**config.mk**
```make
export PLATFORM = sky130hd
export DESIGN_NAME = multicycle_control_fsm
export DESIGN_NICKNAME = d
export VERILOG_FILES = /design/src/rtl/multicycle_control_fsm_pkg.sv /design/src/rtl/multicycle_control_fsm_output_decode.sv /design/src/rtl/multicycle_control_fsm.sv
export SDC_FILE = /design/constraint.sdc
export NUM_CORES = 1
export LEC_CHECK = 0
export ABC_AREA = 1
export BUFFER_PORTS_ARGS = -buffer_cell sky130_fd_sc_hd__buf_2
export CORE_AREA = 2 2 63 94
export CTS_CLUSTER_SIZE = 12
export DETAILED_ROUTE_END_ITERATION = 16
export DIE_AREA = 0 0 65 96
export GPL_ROUTABILITY_DRIVEN = 0
export PLACE_DENSITY = 0.68
export SYNTH_ARGS = -nofsm -noshare
export SYNTH_HDL_FRONTEND = slang
export SYNTH_SLANG_ARGS = --single-unit
```
**constraint.sdc**
```tcl
create_clock -name clk -period 2.8 [get_ports clk]
set_input_delay 0.14 -clock clk [delete_from_list [all_inputs] [get_ports clk]]
set_output_delay 0.14 -clock clk [all_outputs]
set_load 0.01 [all_outputs]
```
**src/rtl/multicycle_control_fsm_pkg.sv**
```systemverilog
// Shared encodings for the multicycle RV32I control FSM: states, opcodes,
// datapath mux selects and the bundled control word.
package multicycle_control_fsm_pkg;

    typedef enum logic [3:0] {
        S_IF      = 4'd0,
        S_ID      = 4'd1,
        S_EX_R    = 4'd2,
        S_EX_I    = 4'd3,
        S_EX_ADDR = 4'd4,
        S_MEM_LD  = 4'd5,
        S_WB_LD   = 4'd6,
        S_MEM_ST  = 4'd7,
        S_EX_BR   = 4'd8,
        S_PC_INC  = 4'd9,
        S_EX_JAL  = 4'd10,
        S_EX_JALR = 4'd11,
        S_WB_JALR = 4'd12,
        S_ECALL   = 4'd13,
        S_HALT    = 4'd14,
        S_WB_ALU  = 4'd15
    } state_e;

    localparam logic [6:0] OP_R      = 7'b0110011;
    localparam logic [6:0] OP_I      = 7'b0010011;
    localparam logic [6:0] OP_LOAD   = 7'b0000011;
    localparam logic [6:0] OP_STORE  = 7'b0100011;
    localparam logic [6:0] OP_BRANCH = 7'b1100011;
    localparam logic [6:0] OP_JAL    = 7'b1101111;
    localparam logic [6:0] OP_JALR   = 7'b1100111;
    localparam logic [6:0] OP_SYSTEM = 7'b1110011;

    localparam logic [1:0] SRCB_B    = 2'd0;
    localparam logic [1:0] SRCB_FOUR = 2'd1;
    localparam logic [1:0] SRCB_IMM  = 2'd2;

    localparam logic [1:0] ALU_ADD   = 2'd0;
    localparam logic [1:0] ALU_SUB   = 2'd1;
    localparam logic [1:0] ALU_FUNCT = 2'd2;

    localparam logic [1:0] M2R_ALUOUT = 2'd0;
    localparam logic [1:0] M2R_MDR    = 2'd1;
    localparam logic [1:0] M2R_PC4    = 2'd2;

    typedef struct packed {
        logic       pc_write;
        logic       ir_write;
        logic       mdr_write;
        logic       i_or_d;
        logic       mem_read;
        logic       mem_write;
        logic       reg_write;
        logic [1:0] mem_to_reg;
        logic       alu_src_a;
        logic [1:0] alu_src_b;
        logic [1:0] alu_op;
        logic       pc_source;
        logic       is_ecall;
    } ctrl_t;

    // Overlay the sequential-PC update (PC <= PC + 4) onto a control word.
    function automatic ctrl_t with_pc_plus4(input ctrl_t c);
        ctrl_t r;
        r           = c;
        r.alu_src_a = 1'b0;
        r.alu_src_b = SRCB_FOUR;
        r.alu_op    = ALU_ADD;
        r.pc_source = 1'b0;
        r.pc_write  = 1'b1;
        return r;
    endfunction

    function automatic state_e ex_state_for(input logic [6:0] op);
        case (op)
            OP_R:               return S_EX_R;
            OP_I:               return S_EX_I;
            OP_LOAD, OP_STORE:  return S_EX_ADDR;
            OP_BRANCH:          return S_EX_BR;
            OP_JAL:             return S_EX_JAL;
            OP_JALR:            return S_EX_JALR;
            OP_SYSTEM:          return S_ECALL;
            default:            return S_PC_INC;
        endcase
    endfunction

endpackage

```
**src/rtl/multicycle_control_fsm_output_decode.sv**
```systemverilog
// Combinational control-word decode from the current state plus the
// memory, branch and halt handshakes.
module control_output_decode
    import multicycle_control_fsm_pkg::*;
(
    input  state_e     state,
    input  logic       reset,
    input  logic       mem_ready,
    input  logic       bcond,
    input  logic       is_halted,
    output ctrl_t      ctrl
);

    // NOTE: ctrl gets a full default before the case so no path leaves it unassigned (no latch).
    always_comb begin
        ctrl = '0;
        case (state)
            S_IF: begin
                ctrl.mem_read = 1'b1;
                ctrl.ir_write = mem_ready;
            end
            S_ID: begin
                ctrl.alu_src_b = SRCB_IMM;
            end
            S_EX_R: begin
                ctrl.alu_src_a = 1'b1;
                ctrl.alu_src_b = SRCB_B;
                ctrl.alu_op    = ALU_FUNCT;
            end
            S_EX_I: begin
                ctrl.alu_src_a = 1'b1;
                ctrl.alu_src_b = SRCB_IMM;
                ctrl.alu_op    = ALU_FUNCT;
            end
            S_WB_ALU: begin
                ctrl            = with_pc_plus4(ctrl);
                ctrl.reg_write  = 1'b1;
                ctrl.mem_to_reg = M2R_ALUOUT;
            end
            S_EX_ADDR, S_EX_JALR: begin
                ctrl.alu_src_a = 1'b1;
                ctrl.alu_src_b = SRCB_IMM;
            end
            S_MEM_LD: begin
                ctrl.mem_read  = 1'b1;
                ctrl.i_or_d    = 1'b1;
                ctrl.mdr_write = mem_ready;
            end
            S_WB_LD: begin
                ctrl            = with_pc_plus4(ctrl);
                ctrl.reg_write  = 1'b1;
                ctrl.mem_to_reg = M2R_MDR;
            end
            S_MEM_ST: begin
                if (mem_ready) ctrl = with_pc_plus4(ctrl);
                ctrl.mem_write = 1'b1;
                ctrl.i_or_d    = 1'b1;
            end
            S_EX_BR: begin
                ctrl.alu_src_a = 1'b1;
                ctrl.alu_src_b = SRCB_B;
                ctrl.alu_op    = ALU_SUB;
                ctrl.pc_write  = bcond;
                ctrl.pc_source = bcond;
            end
            S_PC_INC: begin
                ctrl = with_pc_plus4(ctrl);
            end
            // Link value PC+4 comes from the ALU while the jump target sits in ALUOut.
            S_EX_JAL, S_WB_JALR: begin
                ctrl            = with_pc_plus4(ctrl);
                ctrl.pc_source  = 1'b1;
                ctrl.reg_write  = 1'b1;
                ctrl.mem_to_reg = M2R_PC4;
            end
            S_ECALL: begin
                if (!is_halted) ctrl = with_pc_plus4(ctrl);
                ctrl.is_ecall = 1'b1;
            end
            default: ctrl = '0;
        endcase

        if (reset) begin
            ctrl.pc_write  = 1'b0;
            ctrl.ir_write  = 1'b0;
            ctrl.mdr_write = 1'b0;
            ctrl.reg_write = 1'b0;
            ctrl.mem_read  = 1'b0;
            ctrl.mem_write = 1'b0;
            ctrl.is_ecall  = 1'b0;
        end
    end

endmodule

```
**src/rtl/multicycle_control_fsm.sv**
```systemverilog
// Multicycle RV32I control FSM: state sequencing, sticky halt flag and
// retired-instruction counter; output decode lives in control_output_decode.
module multicycle_control_fsm
    import multicycle_control_fsm_pkg::*;
#(
    parameter int CNT_W = 32
) (
    input  logic             clk,
    input  logic             reset,
    input  logic [6:0]       opcode,
    input  logic             bcond,
    input  logic             mem_ready,
    input  logic             is_halted,
    output logic             pc_write,
    output logic             ir_write,
    output logic             mdr_write,
    output logic             i_or_d,
    output logic             mem_read,
    output logic             mem_write,
    output logic             reg_write,
    output logic [1:0]       mem_to_reg,
    output logic             alu_src_a,
    output logic [1:0]       alu_src_b,
    output logic [1:0]       alu_op,
    output logic             pc_source,
    output logic             is_ecall,
    output logic             halted,
    output logic [CNT_W-1:0] instr_count,
    output logic [3:0]       state
);

    state_e           state_q, state_d;
    logic [CNT_W-1:0] count_q, count_d;
    logic             halted_q, halted_d;
    logic             retire;
    ctrl_t            ctrl;

    control_output_decode u_decode (
        .state     (state_q),
        .reset     (reset),
        .mem_ready (mem_ready),
        .bcond     (bcond),
        .is_halted (is_halted),
        .ctrl      (ctrl)
    );

    always_comb begin
        state_d = state_q;
        case (state_q)
            S_IF:      if (mem_ready) state_d = S_ID;
            S_ID:      state_d = ex_state_for(opcode);
            S_EX_R,
            S_EX_I:    state_d = S_WB_ALU;
            S_EX_ADDR: state_d = (opcode == OP_LOAD) ? S_MEM_LD : S_MEM_ST;
            S_MEM_LD:  if (mem_ready) state_d = S_WB_LD;
            S_MEM_ST:  if (mem_ready) state_d = S_IF;
            S_EX_BR:   state_d = bcond ? S_IF : S_PC_INC;
            S_EX_JALR: state_d = S_WB_JALR;
            S_ECALL:   state_d = is_halted ? S_HALT : S_IF;
            S_HALT:    state_d = S_HALT;
            S_WB_ALU, S_WB_LD, S_PC_INC,
            S_EX_JAL, S_WB_JALR: state_d = S_IF;
            default:   state_d = S_IF;
        endcase

        // NOTE: reset is synchronous, so it is folded into the next-state values rather than the flop sensitivity.
        if (reset) state_d = S_IF;

        // An instruction retires when control returns to IF or parks in HALT.
        retire   = !reset && (((state_d == S_IF)   && (state_q != S_IF)) ||
                              ((state_d == S_HALT) && (state_q != S_HALT)));
        count_d  = reset ? '0 : (retire ? count_q + CNT_W'(1) : count_q);
        halted_d = !reset && (halted_q || (state_d == S_HALT));
    end

    // NOTE: sequential state uses non-blocking assignments so all flops update together.
    always_ff @(posedge clk) begin
        state_q  <= state_d;
        count_q  <= count_d;
        halted_q <= halted_d;
    end

    assign pc_write    = ctrl.pc_write;
    assign ir_write    = ctrl.ir_write;
    assign mdr_write   = ctrl.mdr_write;
    assign i_or_d      = ctrl.i_or_d;
    assign mem_read    = ctrl.mem_read;
    assign mem_write   = ctrl.mem_write;
    assign reg_write   = ctrl.reg_write;
    assign mem_to_reg  = ctrl.mem_to_reg;
    assign alu_src_a   = ctrl.alu_src_a;
    assign alu_src_b   = ctrl.alu_src_b;
    assign alu_op      = ctrl.alu_op;
    assign pc_source   = ctrl.pc_source;
    assign is_ecall    = ctrl.is_ecall;
    assign halted      = halted_q;
    assign instr_count = count_q;
    assign state       = state_q;

endmodule
```
## Yosys cells after proc, flatten, opt, wreduce, memory -nomap -nowiden

Cells that the tools add are included.

| storage, ports and cells | value |
|---|---|
| register bits after elaboration | 37 |
| bits of input ports | 12 |
| output and inout port bits | 53 |
| logic and storage cells | 70 |

| operators by class | value |
|---|---|
| $add $sub $neg | 1 |
| equality and inequality tests | 25 |
| multiplexer cells | 24 |
| reductions and logical operators | 17 |

Operators with widths:

| cell | count |
|---|---|
| $pmux W4 S11 | 1 |
| $eq A4 B4 Y1 const B | 9 |
| $add A32 B1 Y32 const B | 1 |
| $mux W16 | 2 |
| $eq A7 B7 Y1 const B | 4 |
| $pmux W4 S7 | 1 |
| $mux W4 | 6 |
| $pmux W4 S5 | 1 |
| $eq A4 B3 Y1 const B | 4 |
| $pmux W2 S4 | 2 |
| $eq A7 B6 Y1 const B | 2 |
| $reduce_or A5 Y1 | 2 |
| $pmux W1 S3 | 3 |
| $eq A4 B2 Y1 const B | 2 |
| $logic_not A4 Y1 | 2 |
| $pmux W1 S4 | 2 |
| $reduce_or A2 Y1 | 4 |
| $eq A7 B2 Y1 const B | 1 |
| $eq A7 B5 Y1 const B | 1 |
| $mux W3 | 2 |
| $pmux W2 S3 | 1 |
| $eq A4 B1 Y1 const B | 1 |
| $logic_and A1 B1 Y1 | 4 |
| $ne A4 B4 Y1 const B | 1 |
| other kinds (7) | 8 |

## Longest topological paths before layout

| logic depth | value |
|---|---|
| depth after elaboration | 9 |
| gate-level depth with buffers | 16 |
| mapped depth without buffers | 16 |

## By module

Synthesis repeated with hierarchy kept, for this count alone.

| unflattened totals | value |
|---|---|
| cell total of the unflattened synthesis | 419 |
| area total of the unflattened synthesis | 2452.4 um2 |

Modules (own cells, without submodules):

| module | instances | cells each | area each (um2) | seq. area each (um2) |
|---|---|---|---|---|
| multicycle_control_fsm | 1 | 367 | 2212.1 | 740.7 |
| control_output_decode | 1 | 52 | 240.2 | 0.0 |

## Worst setup path before layout

OpenSTA, ideal clock, no wires.

| timing | value |
|---|---|
| kind | register to register |
| start point | register count_q[0] (netlist: instr_count[0]) |
| end point | register count_q[26] (netlist: instr_count[26]) |
| library setup time | 0.115 ns |
| arrival time | 1.887 ns |
| required time | 2.685 ns |
| setup slack | 0.798 ns |
| cell stages (with the launch flop) | 15 |
| path buffers | 0 |
| clock period less this slack | 2.002 ns |
| cells stage by stage | dfxtp_1 -> ha_1 -> nand3_2 -> nor2_2 -> nand4_1 -> nor2_2 -> nand2_1 -> nor2_2 -> nand2_1 -> nor2_2 -> nand3b_1 -> inv_1 -> nand3_1 -> nand2_1 -> nor2_1 |

| between the ends | value |
|---|---|
| longest elaborated chain between the ends | 1 |

Ends and longest elaborated chain:

| element | RTL line | RTL |
|---|---|---|
| from (decl) | multicycle_control_fsm.sv:33 | `logic [CNT_W-1:0] count_q, count_d;` |
| from (signal assigned) | multicycle_control_fsm.sv:79 | `count_q <= count_d;` |
| $add A32 B1 Y32 | multicycle_control_fsm.sv:72 | `count_d = reset ? '0 : (retire ? count_q + CNT_W'(1) : count_q);` |

No other way between the ends.
A chain may end at the register's enable or synchronous reset.

## Worst setup path in the final report

| timing | value |
|---|---|
| start point | register state_q[3] (netlist: state[3]) |
| end point | register count_q[20] (netlist: instr_count[20]) |

| between the ends | value |
|---|---|
| longest elaborated chain between the ends | 8 |
| elaborated cells between the ends (all ways) | 31 |
| classes of those cells | eq/ne (17); mux (5); reduce/logical (9) |

Ends and longest elaborated chain:

| element | RTL line | RTL |
|---|---|---|
| from (decl) | multicycle_control_fsm.sv:32 | `state_e state_q, state_d;` |
| from (signal assigned) | multicycle_control_fsm.sv:78 | `state_q <= state_d;` |
| $eq A4 B4 Y1, or another cell as far along | multicycle_control_fsm.sv:49 | `case (state_q)` |
| $reduce_or A5 Y1 (no source line) / $reduce_or A2 Y1 (equally long branches) | - |  |
| $pmux W4 S11 | multicycle_control_fsm.sv:49 |  |
| $mux W4 | multicycle_control_fsm.sv:67 | `if (reset) state_d = S_IF;` |
| $eq A4 B4 Y1 / $logic_not A4 Y1 (equally long branches) | multicycle_control_fsm.sv:71, multicycle_control_fsm.sv:70 |  |
| $logic_and A1 B1 Y1 (on tied branches) | multicycle_control_fsm.sv:71, multicycle_control_fsm.sv:70 |  |
| $logic_or A1 B1 Y1 * | multicycle_control_fsm.sv:70 | `retire = !reset && (((state_d == S_IF) && (state_q != S_IF)) \|\|` |
| $logic_and A1 B1 Y1 * | multicycle_control_fsm.sv:70 |  |

Every way passes the cells marked *; elsewhere a longest branch is shown, timed or not.

==> out/qor.yml <==
hold_viol: 0
route.detailed.vias_per_inst: 4.87
clock-root-buffer: "sky130_fd_sc_hd__clkbuf_8"
grt_antenna_before_repair: 0
powerDensity_nw_per_um2: 588
worst_setup_path_class: "reg2reg"
areaGrowthSynthToFinish_pct: 18.5
synth_fp_nets: 410
hpwl_dp_um: 4200
cap_viol_max_count: 0
yosysSeqAreaShare: 0.315
max_freq_ghz: 0.442
crit_buf_inv: 1
outcome: "completed"
fin_crit_ps: 2260
grt_util_all_layers: 0.192
multi_input_comb_area_um2: 1300
chipWidth_um: 65
detail_route.iter0.violations: 98
die_area_um2: 6240
path_delay_family: "simple AND/OR/NAND/NOR gates"
layout-drive-gt1-share: 0.193
global_route.overflow_total: 0
clk_slew_on_worst_s_h_paths_ps: 80
timing.setup.tns_ps: 0
cts_max_level: 2
antennaDiodeCount: 0
post_cts_setup_buffer_count: 0
max-clock-path-buffers: 2
fill_cells: 560
final-instance-count-excl-fill: 530
timing.clock.skew_ps: 9.28
finish.net_count: 472
design.core.area_um2: 5410
dp.cells: 522
fp-row-count: 33
rsz0062_at_grt: "false"
initial_core_util: 0.435
netlist_area_um2: 2350
vias: 2580
drtAntennaViolNets: 0
post-route-drc-count: 0
tritoncts.num_buffers: 5
max_slew.worst_pin.slew_ps: 573
post_cts.resized_instances: 0
drtPass1Iterations: 4
post-route-period-util: 0.808
count_of_input_and_output_buffers: 64
maxSlewViolCount: 0
clock_sink_count: 37
ports: 65
cp_cell_sequence: "inv_1 -> nor2_1 -> nand2_1 -> o21ai_2 -> nor2_1 -> nand2_1 -> nand2_1 -> nor2_2 -> nand4_2 -> nand2_4 -> nand2_1 -> nand2_1 -> nand2_1 -> nor2_1"
synth_cells: 397
cts.hold.buffers_added: 0
critical_path_peak_fanout: 62
detail_route.wl_per_cell_um: 10.5
post_synth_num_cell_types: 29
yosys_warnings: 0
routed_wl_um: 5580
grt_pass1_wl_um: 9650
critical_path.max_stage_delay_ps: 450
grt_pass1_vias: 2353
regArea_um2: 741
crit_arrival_ps: 2500
grt_start_max_net_pins: 63
synth_seq_cells: 37
timing.critical_path.slowest_stage_cell: "sky130_fd_sc_hd__nand2_4"
hold_path.class: "in2reg"
critPathRequiredTime_ps: 3030
setup_viol_count_final: 0
irDropWorstVdd_uv: 403
headroom_to_the_max_slew_limit: 0.618
dieHeight_um: 96
synthesis.area_per_instance_um2: 5.93
tritoncts: "yes"
static-leakage-power_nw: 1.55
critPathCaptureType: "flip-flop"
critPathMostFrequentCell: "sky130_fd_sc_hd__nand2_1"
worst_skew_pair.late_latency_ps: 290
crit_path_start_kind: "flip-flop"
-- layout make-up --
type                       instances  area share
clock inverter                     1     0.00180
clock buffer                       7      0.0346
timing repair buffer              65       0.118
tap                               70      0.0314
sequential                        37       0.266
multi-input combinational        290       0.468
inverter                          60      0.0808
-- state kept, by name, indices dropped and copies added (netlist names) --
register / cells
state: 4
instr_count: 32
halted: 1
-- cells by family after synthesis --
group	count (synthesis)	share of synthesized area
and+or+nand+nor	241	0.439
DFF	37	0.315
AOI/OAI and AO/OA	48	0.110
adders and majority gates	1	0.00532
buffers and inverters	70	0.131
-- Yosys cell counts (all sizes together) --
master,n,area (um^2)
nor2,85,342
dfxtp,37,741
nor3,1,5.00
ha,1,12.5
and3,1,6.26
o21bai,1,7.51
o221ai,1,8.76
nand4,7,50.1
nand3,44,225
buf,9,78.8
clkbuf,1,3.75
nand2,101,389
o21ai,6,33.8
a21oi,37,189
a211oi,1,7.51
nand3b,2,15.0
inv,60,225
o22ai,1,6.26
a31oi,1,6.26
-- path summary, 6_finish.rpt --
| path | from | cells past startpoint | end | slack [ps] |
|---|---|---|---|---|
| max | state[3] | 14 | instr_count[20] | 540 |
| min | reset | 2 | instr_count[1] | 140 |
| max reg2reg | state[3] | 14 | instr_count[20] | 540 |
| min reg2reg | halted | 2 | halted | 460 |
-- metrics by stage --
stage | power [W] | area [um^2] | utilization | setup slack (ps) | hold slack (ps)
after floorplan | 0.00122 | 2350 | - | 798 | 406
after global placement | 0.00123 | 2690 | 0.496 | 538 | 440
after detailed placement | 0.00124 | 2690 | 0.496 | 538 | 451
after CTS | 0.00165 | 2790 | 0.515 | 520 | 142
after global routing | 0.00175 | 2790 | 0.515 | 184 | 148
final | 0.00164 | 2790 | 0.515 | 539 | 140
-- report_power, final --
group / leakage (nW) / internal [W] / switching (W)
Combinational: 1.20 / 0.000174 / 0.000459
Sequential: 0.299 / 0.000554 / 0.0000382
Clock: 0.0542 / 0.000223 / 0.000191
Total: 1.55 / 0.000951 / 0.000688
-- layout by cell type (no fill, tap or decap), drive strengths merged --
cell type and n:
inv 60, nor2 85, a211oi 1, o22ai 1, clkinv 1, a21oi 37
and3 1, nor3 1, o21ai 6, nand4 7, o21bai 1, buf 65
nand3 44, o221ai 1, ha 1, dfxtp 37, nand3b 2, nand2 101
clkbuf 7, a31oi 1
-- routing by layer --
layer  track usage  wire length (um)  up-vias
met5             0                 0        -
li1              -                 -     1372
met2         0.368              2840       62
met4        0.0780               108        0
met3        0.0351               279       12
met1         0.205              2350     1134
Note: power is estimated with default switching activity, not from simulation.
